<file path="config.mk">
export PLATFORM = sky130hd
export DESIGN_NAME = id_ex_pipe
export DESIGN_NICKNAME = d
export VERILOG_FILES = /design/src/rtl/pipe_pkg.sv /design/src/rtl/load_use_detect.sv /design/src/rtl/id_ex_pipe.sv
export SDC_FILE = /design/constraint.sdc
export NUM_CORES = 1
export LEC_CHECK = 0
export ABC_AREA = 1
export BUFFER_PORTS_ARGS = -buffer_cell sky130_fd_sc_hd__buf_2
export CAP_MARGIN = 5
export CORE_ASPECT_RATIO = 0.6
export CORE_UTILIZATION = 25
export DETAILED_ROUTE_END_ITERATION = 12
export MAX_ROUTING_LAYER = met4
export PLACE_DENSITY = 0.5
export SLEW_MARGIN = 30
export SYNTH_ARGS = -nofsm -noshare
export SYNTH_HDL_FRONTEND = slang
export SYNTH_HIERARCHICAL = 1
export SYNTH_SLANG_ARGS = --single-unit
export TNS_END_PERCENT = 20
</file>
<file path="constraint.sdc">
create_clock -name clk -period 1.9 [get_ports clk]
set_input_delay 0.38 -clock clk [delete_from_list [all_inputs] [get_ports clk]]
set_output_delay 0.38 -clock clk [all_outputs]
set_load 0.01 [all_outputs]
</file>
<file path="src/rtl/pipe_pkg.sv">
// Shared definitions for the pipeline stage registers: widths, the zero register
// specifier and the control bundle carried from ID into EX.
package pipe_pkg;

    localparam int unsigned DATA_W   = 32;
    localparam int unsigned ALUOP_W  = 3;
    localparam int unsigned REG_ZERO = 0;

    typedef struct packed {
        logic               regWrite;
        logic               memRead;
        logic               memWrite;
        logic               memToReg;
        logic               aluSrc;
        logic [ALUOP_W-1:0] aluOp;
    } id_ex_ctrl_t;

    // Control bundle of an injected no-op: nothing is written and memory is untouched.
    function automatic id_ex_ctrl_t bubble_ctrl();
        return '0;
    endfunction

endpackage

</file>
<file path="src/rtl/load_use_detect.sv">
// Load-use hazard equation: the load in EX writes a register the instruction in ID reads.
module load_use_detect
    import pipe_pkg::*;
#(
    parameter int unsigned REG_W = 5
) (
    input  logic             ex_memRead,
    input  logic [REG_W-1:0] ex_rt,
    input  logic [REG_W-1:0] id_rs,
    input  logic [REG_W-1:0] id_rt,
    input  logic             id_usesRt,
    output logic             hazard_c
);

    logic rt_nonzero_c;
    logic rs_match_c;
    logic rt_match_c;

    // $0 is hardwired, so a load targeting it can never create a dependency.
    always_comb begin
        rt_nonzero_c = (ex_rt != REG_W'(REG_ZERO));
        rs_match_c   = (ex_rt == id_rs);
        rt_match_c   = id_usesRt && (ex_rt == id_rt);
        hazard_c     = ex_memRead && rt_nonzero_c && (rs_match_c || rt_match_c);
    end

endmodule

</file>
<file path="src/rtl/id_ex_pipe.sv">
// ID/EX pipeline register with load-use stall generation, flush bubbles and a
// saturating count of load-use stalls.
module id_ex_pipe
    import pipe_pkg::*;
#(
    parameter int unsigned DATA_W  = pipe_pkg::DATA_W,
    parameter int unsigned REG_W   = 5,
    parameter int unsigned ALUOP_W = pipe_pkg::ALUOP_W,
    parameter int unsigned CNT_W   = 16
) (
    input  logic               clk,
    input  logic               rst_n,
    input  logic [REG_W-1:0]   id_rs,
    input  logic [REG_W-1:0]   id_rt,
    input  logic [REG_W-1:0]   id_rd,
    input  logic               id_usesRt,
    input  logic               id_regDst,
    input  logic               id_regWrite,
    input  logic               id_memRead,
    input  logic               id_memWrite,
    input  logic               id_memToReg,
    input  logic               id_aluSrc,
    input  logic [ALUOP_W-1:0] id_aluOp,
    input  logic [DATA_W-1:0]  id_readData1,
    input  logic [DATA_W-1:0]  id_readData2,
    input  logic [DATA_W-1:0]  id_imm,
    input  logic               flush,
    output logic [REG_W-1:0]   ex_rs,
    output logic [REG_W-1:0]   ex_rt,
    output logic [REG_W-1:0]   ex_rd,
    output logic               ex_regWrite,
    output logic               ex_memRead,
    output logic               ex_memWrite,
    output logic               ex_memToReg,
    output logic               ex_aluSrc,
    output logic [ALUOP_W-1:0] ex_aluOp,
    output logic [DATA_W-1:0]  ex_readData1,
    output logic [DATA_W-1:0]  ex_readData2,
    output logic [DATA_W-1:0]  ex_imm,
    output logic               pcWrite,
    output logic               ifidWrite,
    output logic [CNT_W-1:0]   stallCount
);

    localparam int unsigned CTRL_AW = pipe_pkg::ALUOP_W;
    localparam logic [CNT_W-1:0] CNT_MAX = {CNT_W{1'b1}};

    typedef enum logic {
        NORMAL  = 1'b0,
        BUBBLED = 1'b1
    } state_t;

    state_t      state_q;
    id_ex_ctrl_t ctrl_q;
    id_ex_ctrl_t ctrl_d_c;
    logic        hazard_c;
    logic        bubble_c;
    logic        count_en_c;
    logic [REG_W-1:0] dst_c;

    load_use_detect #(
        .REG_W (REG_W)
    ) u_load_use_detect (
        .ex_memRead (ctrl_q.memRead),
        .ex_rt      (ex_rt),
        .id_rs      (id_rs),
        .id_rt      (id_rt),
        .id_usesRt  (id_usesRt),
        .hazard_c   (hazard_c)
    );

    // Flush wins over hazard: the redirected fetch must not be held, and no stall is counted.
    always_comb begin
        bubble_c   = hazard_c || flush;
        count_en_c = hazard_c && !flush && (stallCount != CNT_MAX);
        pcWrite    = !hazard_c || flush;
        ifidWrite  = !hazard_c || flush;
        dst_c      = id_regDst ? id_rd : id_rt;

        ctrl_d_c          = bubble_ctrl();
        ctrl_d_c.regWrite = id_regWrite;
        ctrl_d_c.memRead  = id_memRead;
        ctrl_d_c.memWrite = id_memWrite;
        ctrl_d_c.memToReg = id_memToReg;
        ctrl_d_c.aluSrc   = id_aluSrc;
        ctrl_d_c.aluOp    = CTRL_AW'(id_aluOp);
    end

    always_ff @(posedge clk or negedge rst_n) begin
        if (!rst_n) begin
            state_q      <= NORMAL;
            ctrl_q       <= bubble_ctrl();
            ex_rs        <= '0;
            ex_rt        <= '0;
            ex_rd        <= '0;
            ex_readData1 <= '0;
            ex_readData2 <= '0;
            ex_imm       <= '0;
            stallCount   <= '0;
        end else begin
            if (bubble_c) begin
                state_q      <= BUBBLED;
                ctrl_q       <= bubble_ctrl();
                ex_rs        <= '0;
                ex_rt        <= '0;
                ex_rd        <= '0;
                ex_readData1 <= '0;
                ex_readData2 <= '0;
                ex_imm       <= '0;
            end else begin
                state_q      <= NORMAL;
                ctrl_q       <= ctrl_d_c;
                ex_rs        <= id_rs;
                ex_rt        <= id_rt;
                ex_rd        <= dst_c;
                ex_readData1 <= id_readData1;
                ex_readData2 <= id_readData2;
                ex_imm       <= id_imm;
            end
            if (count_en_c) begin
                stallCount <= stallCount + CNT_W'(1);
            end
        end
    end

    // A bubble clears memRead, so the same EX slot can never stall twice in a row.
    always_ff @(posedge clk) begin
        if (rst_n) begin
            assert (!(state_q == BUBBLED && hazard_c))
                else $error("load-use hazard asserted in the cycle after a bubble");
        end
    end

    assign ex_regWrite = ctrl_q.regWrite;
    assign ex_memRead  = ctrl_q.memRead;
    assign ex_memWrite = ctrl_q.memWrite;
    assign ex_memToReg = ctrl_q.memToReg;
    assign ex_aluSrc   = ctrl_q.aluSrc;
    assign ex_aluOp    = ALUOP_W'(ctrl_q.aluOp);

endmodule

</file>
==> flow_summary.toml <==
[clocking]
cts_sinks = 135
ctsRootBufferMaster = "clkbuf_16"
cts_buffers = 17
clock_latency_ps = 420
cts_max_path_buffers = 2
clkTransAtPathRegs_ps = 60
h-tree-depth = 4
cts_tree = "yes"

[timing]
whs_ps = 156.5
setup_viol = 3
finalMaxSlewViolations = 0
hold_viol = 0
min_period_over_period = 1.086
fmax_ghz = 0.4848
rsz0062_at_grt = "yes"
tightest_slew_ps = 305.9
slew_headroom = 0.7953
skew_ps = 7.886
fin_ws_ps = -162.7
post-route-min-period_ps = 2063

[global_routing]
grt_start_max_net_pins = 52
grt_pass1_vias = 4424
grt_overflow = 0
antenna_found_initial = 0
grt_pass1_wl_um = 23200
grt_use_total = 0.1482

[pwr]
combPwrFrac = 0.101
p_sw_mw = 1.783
p_leak_nw = 4.625
power_density_mw_per_mm2 = 949.6
power_frac_clock = 0.478
intPower_mw = 5.594
fin_total_pwr_mw = 7.377
ir_drop_v = 0.0005833
p_seq_frac = 0.421
sw_frac_of_total = 0.2417

[setup_path]
endpoint_kind = "output port"
slowest_stage = "dfrtp_2"
path_max_fanout = 6
path_class = "flop to output port"
rrSetupSlack_ps = -60
cp_data_arrival_time_ps = 1680
cp.depth = 7
reg2reg_from = "ex_rt[0]$_DFF_PN0_"
path_buf_inv = 1
cpPeakStageDelay_ps = 450
required_ps = 1520
worstPathCellList = "nor2_1 > nor2_1 > nor2_1 > nand3_1 > a21oi_2 > nand2_2 > buf_6"
crit_top_cell = "nor2_1"
timing.rr.end = "stallCount[13]$_DFFE_PN0P_"
ff2ff_path_depth = 14
cp_top_family = "simple AND/OR/NAND/NOR gates"
start_kind = "flop"

[placement]
portBuffers = 260
dp_hpwl_um = 11150
place_ws_ps = -29.43
gp_congestion = 0.8607

[floorplan]
core_area_mm2 = 0.02032
io_pins = 261
rows = 40
initial_utilization = 0.2587
fp.dieArea_mm2 = 0.02163
die_y_um = 114.3
die_w_um = 189.2

[synthesis]
synth_cells = 571
async_flop_share = 1.000
synth-compound-area-share = 0.01737
ys_seq_elements = 135
synth_edf_count = 0
synth_adder_area_share = 0.002380
yosysSeqAreaShare = 0.6426
netlist_top_cells_area = "dfrtp_1, inv_1, nor2_1"
synthXorXnorAreaFrac = 0.008329
yosys.area.top_type_share = 0.6426
muxShareOfSynthArea = 0
synth_top_cell_by_area = "dfrtp_1"
synth_cell_type_count = 26
synth_flop_cell = "dfrtp_1"
synthSimpleGateAreaFrac = 0.2099
syn_avg_cell_area_um2 = 9.208
syn_area_mm2 = 0.005258
synth_warnings = 6
synth_top_family_by_area = "simple AND/OR/NAND/NOR gates"
yosysMostFrequentCell = "inv_1"
synth_common_cells = "inv_1, nor2_1, dfrtp_1"
syn-num-nets = 696

[cells_and_area]
final_util = 0.3823
drive_above_1_share = 0.4007
area_growth_pct = 47.76
nNetsFinal = 983
n_antenna_cell = 0

[detailed_routing]
drtPass1Iterations = 4
wl_um = 14830
ant_nets = 0
via_per_inst = 3.795
drt_iter0_markers = 174
vias = 4341
wl_per_cell_um = 12.96
drc = 0

[worst_hold_path]
hold_start = "id_imm[22]"
min_to = "ex_imm[22]$_DFF_PN0_"
whs_path_depth = 3
hold_class = "input pin to flop"

[outcome]
violations = "negative setup slack"
outcome = "complete, but fails checks"

[run]
drv_cap = 0
## logic make-up after synthesis
logic type,count (synthesis)
adders and majority gates,1
AOI/OAI and AO/OA,15
and+or+nand+nor,254
buffers and inverters,161
xor gates and xnor gates,5
DFF,135
## power groups by stage
stage                     combinational (mW)  sequential [mW]  clock [mW]
final                                  0.748             3.10        3.53
after global routing                   0.846             3.12        3.78
after detailed placement               0.761             3.15           0
after floorplan                        0.218             3.24           0
after CTS                              0.764             3.11        3.65
after global placement                 0.759             3.15           0
## stage by stage
stage	instances	area [um2]	setup TNS, ps
6_report	1144	7769	-385.3
5_1_grt	1144	7769	-4714
4_1_cts	1140	7684	-359.7
3_5_place_dp	1106	7025	-29.43
3_3_place_gp	1106	7025	0
2_1_floorplan	571	5258	0
## cells in the final DEF (no fill, tap or decap), drive strengths merged, types with 2 or more instances in the layout
master / n
nor2: 149
clkinv: 6
clkinvlp: 2
buf: 281
nand3: 10
nand3b: 2
inv: 146
xnor2: 5
o21ai: 9
nand2: 87
nand4: 6
clkbuf: 22
dfrtp: 135
bufinv: 3
a211oi: 5
## repair_timing
item                                    CTS  global route
resized for setup                         2            15
pin swaps                                 1            13
endpoints found under the setup margin    3            23
buffers inserted                          1             4
hold buffers                              1             0
endpoints found under the hold margin    25             0
## worst max-delay path by stage
stage                        from                         end  slack (ps)
4_1_cts        ex_rt[0]$_DFF_PN0_                   ifidWrite        -180
5_1_grt        ex_rt[2]$_DFF_PN0_                     pcWrite        -290
6_report       ex_rt[0]$_DFF_PN0_                   ifidWrite        -160
3_5_place_dp             id_rs[1]  stallCount[13]$_DFFE_PN0P_         -30
3_3_place_gp             id_rs[1]  stallCount[13]$_DFFE_PN0P_           2
2_1_floorplan  ex_rt[3]$_DFF_PN0_  stallCount[13]$_DFFE_PN0P_         160
## registers in the layout, summed over array words and instances, names as in the netlist
signal / flops
ex_aluOp: 3
ex_aluSrc: 1
ex_imm: 32
ex_memRead: 1
ex_memToReg: 1
ex_memWrite: 1
ex_rd: 5
ex_readData1: 32
ex_readData2: 32
ex_regWrite: 1
ex_rs: 5
ex_rt: 5
stallCount: 16
## per-layer routing
metal / routed length [um] / global-route usage
met1: 7009 / 0.1862
met2: 6016 / 0.2056
met3: 1603 / 0.07049
met4: 199 / 0.05323
met5: 0 / -
## worst min-delay path, stage by stage
cell and delay (ps):
buf_2 90, inv_1 40, nor2_1 30
## cell type report
cell class,instances,area [um2]
clock inverters,10,141.4
repair buffers,282,1562
well taps,273,341.6
multi-input cells,275,1294
clock buffers,22,494.2
flip-flops and latches,135,3379
fillers,2124,12550
inverters,147,556.8
Note: power is estimated with default switching activity, not from simulation.
